$ cat src/rtl/stand_mode_controller_multi.sv
// ----------------------------------------------------------------------------
// stand_mode_controller_multi
//
// Multi-channel button event generator for the hood front panel. It sits
// between the per-button debouncers and the mode FSM. Each channel turns a
// debounced button level into one of two single-cycle events:
//   - short press : emitted on release, if the button was released before the
//                   long-press threshold was reached
//   - long press  : emitted once the button has been held LONG_CYCLES cycles;
//                   the following release is then silent
// A per-channel, per-mode enable mask decides whether a press is honoured.
// If the mode changes to a disabled one while a press is tracked, the press
// is abandoned without an event.
//
// Parameters
//   N_BTN       number of independent button channels
//   MODE_WIDTH  width of current_mode (global mode encoding)
//   LONG_CYCLES hold time in clk cycles for a long press (>= 2)
//   MODE_MASK   bit [i*2^MODE_WIDTH + m] enables channel i in mode m
//
// Ports
//   clk           system clock
//   rst           asynchronous, active-high reset
//   btn_level     debounced button levels, 1 = pressed, synchronous to clk
//   current_mode  current hood mode
//   short_pulse   one-cycle short-press event per channel (registered)
//   long_pulse    one-cycle long-press event per channel (registered)
//   busy          channel is tracking a valid press
// ----------------------------------------------------------------------------
module stand_mode_controller_multi #(
    parameter int N_BTN       = 4,
    parameter int MODE_WIDTH  = 3,
    parameter int LONG_CYCLES = 300000000,
    parameter logic [N_BTN*(2**MODE_WIDTH)-1:0] MODE_MASK = '1
) (
    input  logic                  clk,
    input  logic                  rst,
    input  logic [N_BTN-1:0]      btn_level,
    input  logic [MODE_WIDTH-1:0] current_mode,
    output logic [N_BTN-1:0]      short_pulse,
    output logic [N_BTN-1:0]      long_pulse,
    output logic [N_BTN-1:0]      busy
);

    localparam int N_MODES = 2**MODE_WIDTH;
    localparam int CNT_W   = $clog2(LONG_CYCLES + 1);

    localparam logic [CNT_W-1:0] CNT_ONE  = CNT_W'(1);
    localparam logic [CNT_W-1:0] CNT_LAST = CNT_W'(LONG_CYCLES - 1);

    localparam logic [1:0] ST_IDLE       = 2'd0;
    localparam logic [1:0] ST_HELD       = 2'd1;
    localparam logic [1:0] ST_LONG_FIRED = 2'd2;
    localparam logic [1:0] ST_BLOCKED    = 2'd3;

    logic [N_BTN-1:0] r_prev;
    logic [N_BTN-1:0] r_short;
    logic [N_BTN-1:0] r_long;
    logic [1:0]       r_state [N_BTN];
    logic [CNT_W-1:0] r_cnt   [N_BTN];

    logic [N_BTN-1:0]   w_rise;
    logic [N_BTN-1:0]   w_fall;
    logic [N_BTN-1:0]   w_allowed;
    logic [N_MODES-1:0] w_ch_mask [N_BTN];

    assign w_rise = btn_level & ~r_prev;
    assign w_fall = ~btn_level & r_prev;

    // Slice out each channel's mode-enable row so the live mode indexes a
    // vector of exactly 2^MODE_WIDTH bits.
    for (genvar g = 0; g < N_BTN; g++) begin : g_mask
        assign w_ch_mask[g] = MODE_MASK[g*N_MODES +: N_MODES];
        assign w_allowed[g] = w_ch_mask[g][current_mode];
    end

    always_ff @(posedge clk or posedge rst) begin
        if (rst) begin
            // prev resets to all ones so a button held through reset is
            // never seen as a new press.
            r_prev  <= '1;
            r_short <= '0;
            r_long  <= '0;
            for (int i = 0; i < N_BTN; i++) begin
                r_state[i] <= ST_IDLE;
                r_cnt[i]   <= '0;
            end
        end else begin
            r_prev  <= btn_level;
            r_short <= '0;
            r_long  <= '0;
            for (int i = 0; i < N_BTN; i++) begin
                case (r_state[i])
                    ST_IDLE: begin
                        if (w_rise[i]) begin
                            if (w_allowed[i]) begin
                                r_state[i] <= ST_HELD;
                                r_cnt[i]   <= CNT_ONE;
                            end else begin
                                r_state[i] <= ST_BLOCKED;
                            end
                        end
                    end
                    ST_HELD: begin
                        if (!w_allowed[i]) begin
                            // Mode left the enabled set: abandon silently and
                            // wait for release if the button is still down.
                            r_state[i] <= w_fall[i] ? ST_IDLE : ST_BLOCKED;
                            r_cnt[i]   <= '0;
                        end else if (w_fall[i]) begin
                            // Release wins over the threshold, so a hold of
                            // LONG_CYCLES-1 cycles is still a short press.
                            r_state[i] <= ST_IDLE;
                            r_short[i] <= 1'b1;
                            r_cnt[i]   <= '0;
                        end else if (r_cnt[i] == CNT_LAST) begin
                            // Leaving HELD here is what keeps the counter
                            // from ever wrapping.
                            r_state[i] <= ST_LONG_FIRED;
                            r_long[i]  <= 1'b1;
                            r_cnt[i]   <= '0;
                        end else begin
                            r_cnt[i] <= r_cnt[i] + 1'b1;
                        end
                    end
                    ST_LONG_FIRED, ST_BLOCKED: begin
                        if (w_fall[i]) begin
                            r_state[i] <= ST_IDLE;
                        end
                    end
                    default: begin
                        r_state[i] <= ST_IDLE;
                        r_cnt[i]   <= '0;
                    end
                endcase
            end
        end
    end

    always_comb begin
        busy = '0;
        for (int i = 0; i < N_BTN; i++) begin
            busy[i] = (r_state[i] == ST_HELD);
        end
    end

    assign short_pulse = r_short;
    assign long_pulse  = r_long;

endmodule

$ cat config.mk
export PLATFORM = sky130hd
export DESIGN_NAME = stand_mode_controller_multi
export DESIGN_NICKNAME = d
export VERILOG_FILES = /design/src/rtl/stand_mode_controller_multi.sv
export SDC_FILE = /design/constraint.sdc
export NUM_CORES = 1
export LEC_CHECK = 0
export BUFFER_PORTS_ARGS = -buffer_cell sky130_fd_sc_hd__buf_2
export CAP_MARGIN = 40
export CORE_MARGIN = 1.5
export CORE_UTILIZATION = 49
export DETAILED_ROUTE_END_ITERATION = 6
export PLACE_DENSITY = 0.74
export RECOVER_POWER = 50
export SLEW_MARGIN = 20
export SYNTH_ARGS = -nofsm -noshare
export SYNTH_HDL_FRONTEND = slang
export SYNTH_SLANG_ARGS = --single-unit
$ cat constraint.sdc
create_clock -name clk -period 4.2 [get_ports clk]
set_clock_uncertainty 0.05 [all_clocks]
set_input_delay 0.21 -clock clk [delete_from_list [all_inputs] [get_ports clk]]
set_output_delay 0.21 -clock clk [all_outputs]
set_load 0.1 [all_outputs]
### Yosys cells after proc, flatten, opt, wreduce, memory -nomap -nowiden

Memories as Yosys holds them, arrays and structs flattened.
Cells that the tools add are included.

* bits in read-only memories: 8
* input bits: 9
* memories: 1
* word-level logic and storage cells: 152
* flip-flop bits (word level): 136
* output and inout port bits: 12

Memories
* (name not given): words 8, width 1, read ports 1, clocked after Yosys merged registers in 0, wr ports 0, line 74 `assign w_allowed[g] = w_ch_mask[g][current_mode];`

* multiplexer cells: 79
* reductions and logical operators: 20
* equal/unequal tests: 32
* $add $sub $neg: 4
* bitwise operators: 4
* order comparisons: 1

Operators by type and width (count)
* 29-bit 2-to-1 mux: 17
* 29-bit one-hot mux with 2 select lines: 4
* 29-bit by 1-bit adder with 29-bit output (second input constant): 4
* 29-bit == test (second input constant): 4
* 2-bit 2-to-1 mux: 25
* 1-bit 2-to-1 mux: 29
* 2-bit inequality test (second input constant): 12
* 2-bit one-hot mux with 3 select lines: 4
* 3-bit AND reduction: 8
* 2-bit == test (second input constant): 8
* 4-bit by 3-bit inequality test with 1-bit output (second input constant): 4
* 4-bit AND: 2
* 2-bit by 1-bit == test with 1-bit output (second input constant): 4
* 2-bit zero test: 4
* 4-bit NOT: 2
* 2-bit nonzero test: 4
* 2-bit OR reduction: 4
* 3-bit by 4-bit < comparator with 1-bit output (second input constant): 1

### Logic depth before layout (Yosys ltp)

* word-level depth: 5
* depth in mapped cells: 8
* gate-level depth less buffers: 7

### Worst setup path after synthesis

Ideal clock, no wire load.

* kind: register to register
* from: register r_cnt[29] (netlist bit)
* to: register r_cnt[31] (netlist bit)
* stages on the path, launching flop included: 9
* slack: 1976 ps
* data required time: 4029 ps
* period minus slack after synthesis: 2224 ps
* arrival time: 2053 ps
* library setup time: 121 ps
* buffers on the path: 2
* cells stage by stage: dfrtp_1 -> ha_1 -> nor4bb_1 -> nand4_1 -> or4_1 -> clkbuf_1 -> a21oi_2 -> buf_2 -> nor2_1

* word-level cells in the longest chain between the ends: 5
* elaborated cells between the ends (all ways): 6
* classes of those cells: 1 x add/sub; 1 x eq/ne; 4 x mux

RTL lines
* from (decl): line 60 `logic [CNT_W-1:0] r_cnt [N_BTN];`
* from (signal, indexed assignment): line 123 `r_cnt[i] <= r_cnt[i] + 1'b1;`
* 29-bit by 1-bit adder with 29-bit output or 29-bit == test (tied branches): line 123, 116
* 29-bit 2-to-1 mux *: line 116 `end else if (r_cnt[i] == CNT_LAST) begin`
* 29-bit 2-to-1 mux *: line 110 `end else if (w_fall[i]) begin`
* 29-bit 2-to-1 mux *: line 105 `if (!w_allowed[i]) begin`
* 29-bit one-hot mux with 2 select lines *: line 93 `case (r_state[i])`

Mark *: on every way between the ends. The rest lies on a longest branch, timed or not.
A chain may end at the register's enable or synchronous reset.

### Worst setup path after layout

* from: register r_cnt[29] (netlist bit)
* to: register r_cnt[57] (netlist bit)

Same word-level chain as after synthesis.

==> impl_metrics.json <==
{
  "post_cts_buffers": 0,
  "crit_type": "reg2reg",
  "dpl.hpwl_um": 9430,
  "irDropWorstVdd_uv": 333,
  "cts.sinks": 136,
  "async_flop_share_pct": 100,
  "hold_ws_ns": 0.425,
  "clkSlewWorstSetupHoldPaths_ns": 0.06,
  "overflow": 0,
  "synth.most_common_cell": "dfrtp_1",
  "rows": 43,
  "num_vias": 5560,
  "place_inst": 915,
  "start_kind": "flip-flop",
  "drive_gt1_share_pct": 7.24,
  "grt_max_degree": 69,
  "wirelength_um": 14300,
  "powerDensity_nw_per_um2": 415,
  "die_x_um": 122,
  "io_buffer_count": 17,
  "post_cts_resized": 0,
  "final_util_pct": 56.9,
  "syn-num-nets": 750,
  "start_util_pct": 50.2,
  "avgSynthCellArea_um2": 9.45,
  "core_area_um2": 13900,
  "clk_latency_ns": 0.43,
  "synthTopCellsByCount": "132 x dfrtp_1, 130 x nor2_1, 60 x xor2_1",
  "yosys_warnings": 0,
  "tightest_slew_ns": 1.18,
  "fmax_mhz": 372,
  "synth_cell_types": 55,
  "final-max-slew-violation-count": 0,
  "synthTopCellsByArea": "dfrtp_1 47%, xor2_1 7.5%, nor2_1 7.0%, xnor2_1 4.5%, nand4_1 3.9%",
  "synthCells": 737,
  "gp_congestion": 0.863,
  "syn_area_um2": 6970,
  "setup_viol": 0,
  "antenna_found_initial": 0,
  "fin_tns_setup_ns": 0,
  "relSlewSlack_pct": 20.9,
  "grt_pass1_wl_um": 24700,
  "cts_root_buf": "clkbuf_16",
  "die_area_um2": 14900,
  "cts_tree": "yes",
  "htreeDepth": 4,
  "leakage_nw": 3.24,
  "synth_ff_type": "dfrtp_1",
  "status": "complete, no violations",
  "yosysTopAreaCellShare_pct": 47.4,
  "track_usage_pct": 20.6,
  "rsz0062_at_grt": "no",
  "finalHoldViolations": 0,
  "critPathMaxFanout": 16,
  "drt-pass1-iter-count": 5,
  "area_growth_pct": 13.3,
  "grt_pass1_vias": 5491,
  "ys_seq_area_share_pct": 48.9,
  "period_minus_slack_ns": 2.69,
  "cts_buffers": 17,
  "die_h_um": 122,
  "remaining_drc_errors": 0,
  "cap_violations": 0,
  "drt-initial-drc-count": 418,
  "synth.largest_area_cell": "dfrtp_1",
  "clk_path_buf_depth": 2,
  "n_antenna_cell": 0,
  "synth_edf_count": 0,
  "period_share_pct": 64.0,
  "worstSetupEndpointType": "flip-flop",
  "pin_count": 21,
  "hold_class": "in2reg",
  "ys_seq_elements": 136,
  "cp.required_ns": 4.46,
  "wl_per_cell_um": 15.0,
  "nets": 774,
  "postRouteAntennaNets": 0,
  "cp_data_arrival_time_ns": 2.94,
  "avgViaCountPerCell": 5.83,
  "final_cells": 954
}
[flip-flops by register name (all words and copies together), names as in the netlist]
name         cells
r_state          8
short_pulse      4
r_prev           4
r_cnt          116
long_pulse       4
[worst paths after layout]
check,depth (start not counted),endpoint,from,slack (ns)
worst max-delay path,7,r_cnt[57]$_DFFE_PP0P_,r_cnt[29]$_DFFE_PP0P_,1.51
max in group asynchronous,5,r_prev[3]$_DFF_PP1_,rst,2.34
min in group asynchronous,3,r_cnt[56]$_DFFE_PP0P_,rst,0.49
worst min register to register,2,r_state[1]$_DFFE_PP0P_,r_state[1]$_DFFE_PP0P_,0.45
worst max register to register,7,r_cnt[57]$_DFFE_PP0P_,r_cnt[29]$_DFFE_PP0P_,1.51
worst min-delay path,2,r_prev[3]$_DFF_PP1_,btn_level[3],0.43
[critical path, cell delays in order (launching register included)]
cell and delay [ns]:
dfrtp_1 0.39, ha_1 0.23, nor4bb_1 0.24, nand4_1 0.12, or4_1 0.67, a21oi_2 0.47
buf_4 0.31, nor2_1 0.08
[kinds of logic (layout without fill, tap and decap cells)]
logic type / after synthesis / count (layout) / synth area share (%)
xor+xnor: 96 / 96 / 12.1
flops: 136 / 136 / 48.9
mux: 2 / 2 / 0.287
fa+ha+maj: 4 / 4 / 0.719
compound gates: 65 / 65 / 6.22
simple gates: 392 / 392 / 29.1
buf+inv: 42 / 79 / 2.69
[final cells by class]
type	instances	area, um2
clock buffers	24	492
well taps	180	225
repair buffers	32	221
multi-input cells	559	3370
fillers	1152	5990
flip-flops and latches	136	3410
inverters	15	57.6
clock inverters	8	118
[layer usage]
layer	wire length [um]	GRT usage (%)
met1	6300	25.1
met2	7190	34.9
met3	551	5.25
met4	260	8.43
met5	0	0
[per-stage QoR]
stage / total power, mW / instance area (um2) / setup WS, ns
2_1_floorplan: 1.68 / 6970 / 0.307
3_5_place_dp: 1.76 / 7210 / 1.35
4_1_cts: 3.30 / 7870 / 1.34
5_1_grt: 3.41 / 7890 / 1.32
3_3_place_gp: 1.74 / 7200 / 1.47
6_report: 3.28 / 7890 / 1.51
[layout by cell type (no fill, tap or decap), types with 5 or more instances in the layout]
master / count
dfrtp_1: 132
nand4_1: 43
clkbuf_16: 17
nor2_1: 130
xor2_1: 60
a211oi_1: 6
nand3_1: 37
a21oi_1: 26
nand2_1: 57
clkbuf_1: 16
nor3_1: 20
inv_1: 14
xnor2_1: 36
dlygate4sd3_1: 5
buf_4: 7
and4_1: 12
or3_1: 12
nor2b_1: 8
nor4_1: 21
or4_1: 5
o21ai_0: 14
and2_1: 5
nand2b_1: 7
and3_1: 12
nor4b_1: 5
[where the power goes]
group          internal (mW)  switching, mW  leakage, nW  total (mW)
sequential              1.37         0.0622         1.86        1.43
clock                  0.992          0.539        0.300        1.53
combinational         0.0990          0.221         1.08       0.320
[repair_timing]
action                     4_1_cts  5_1_grt
hold buffers                     5        0
setup endpoints to repair        0        0
hold endpoints to repair        67        0
(Power assumes the default switching activity.)
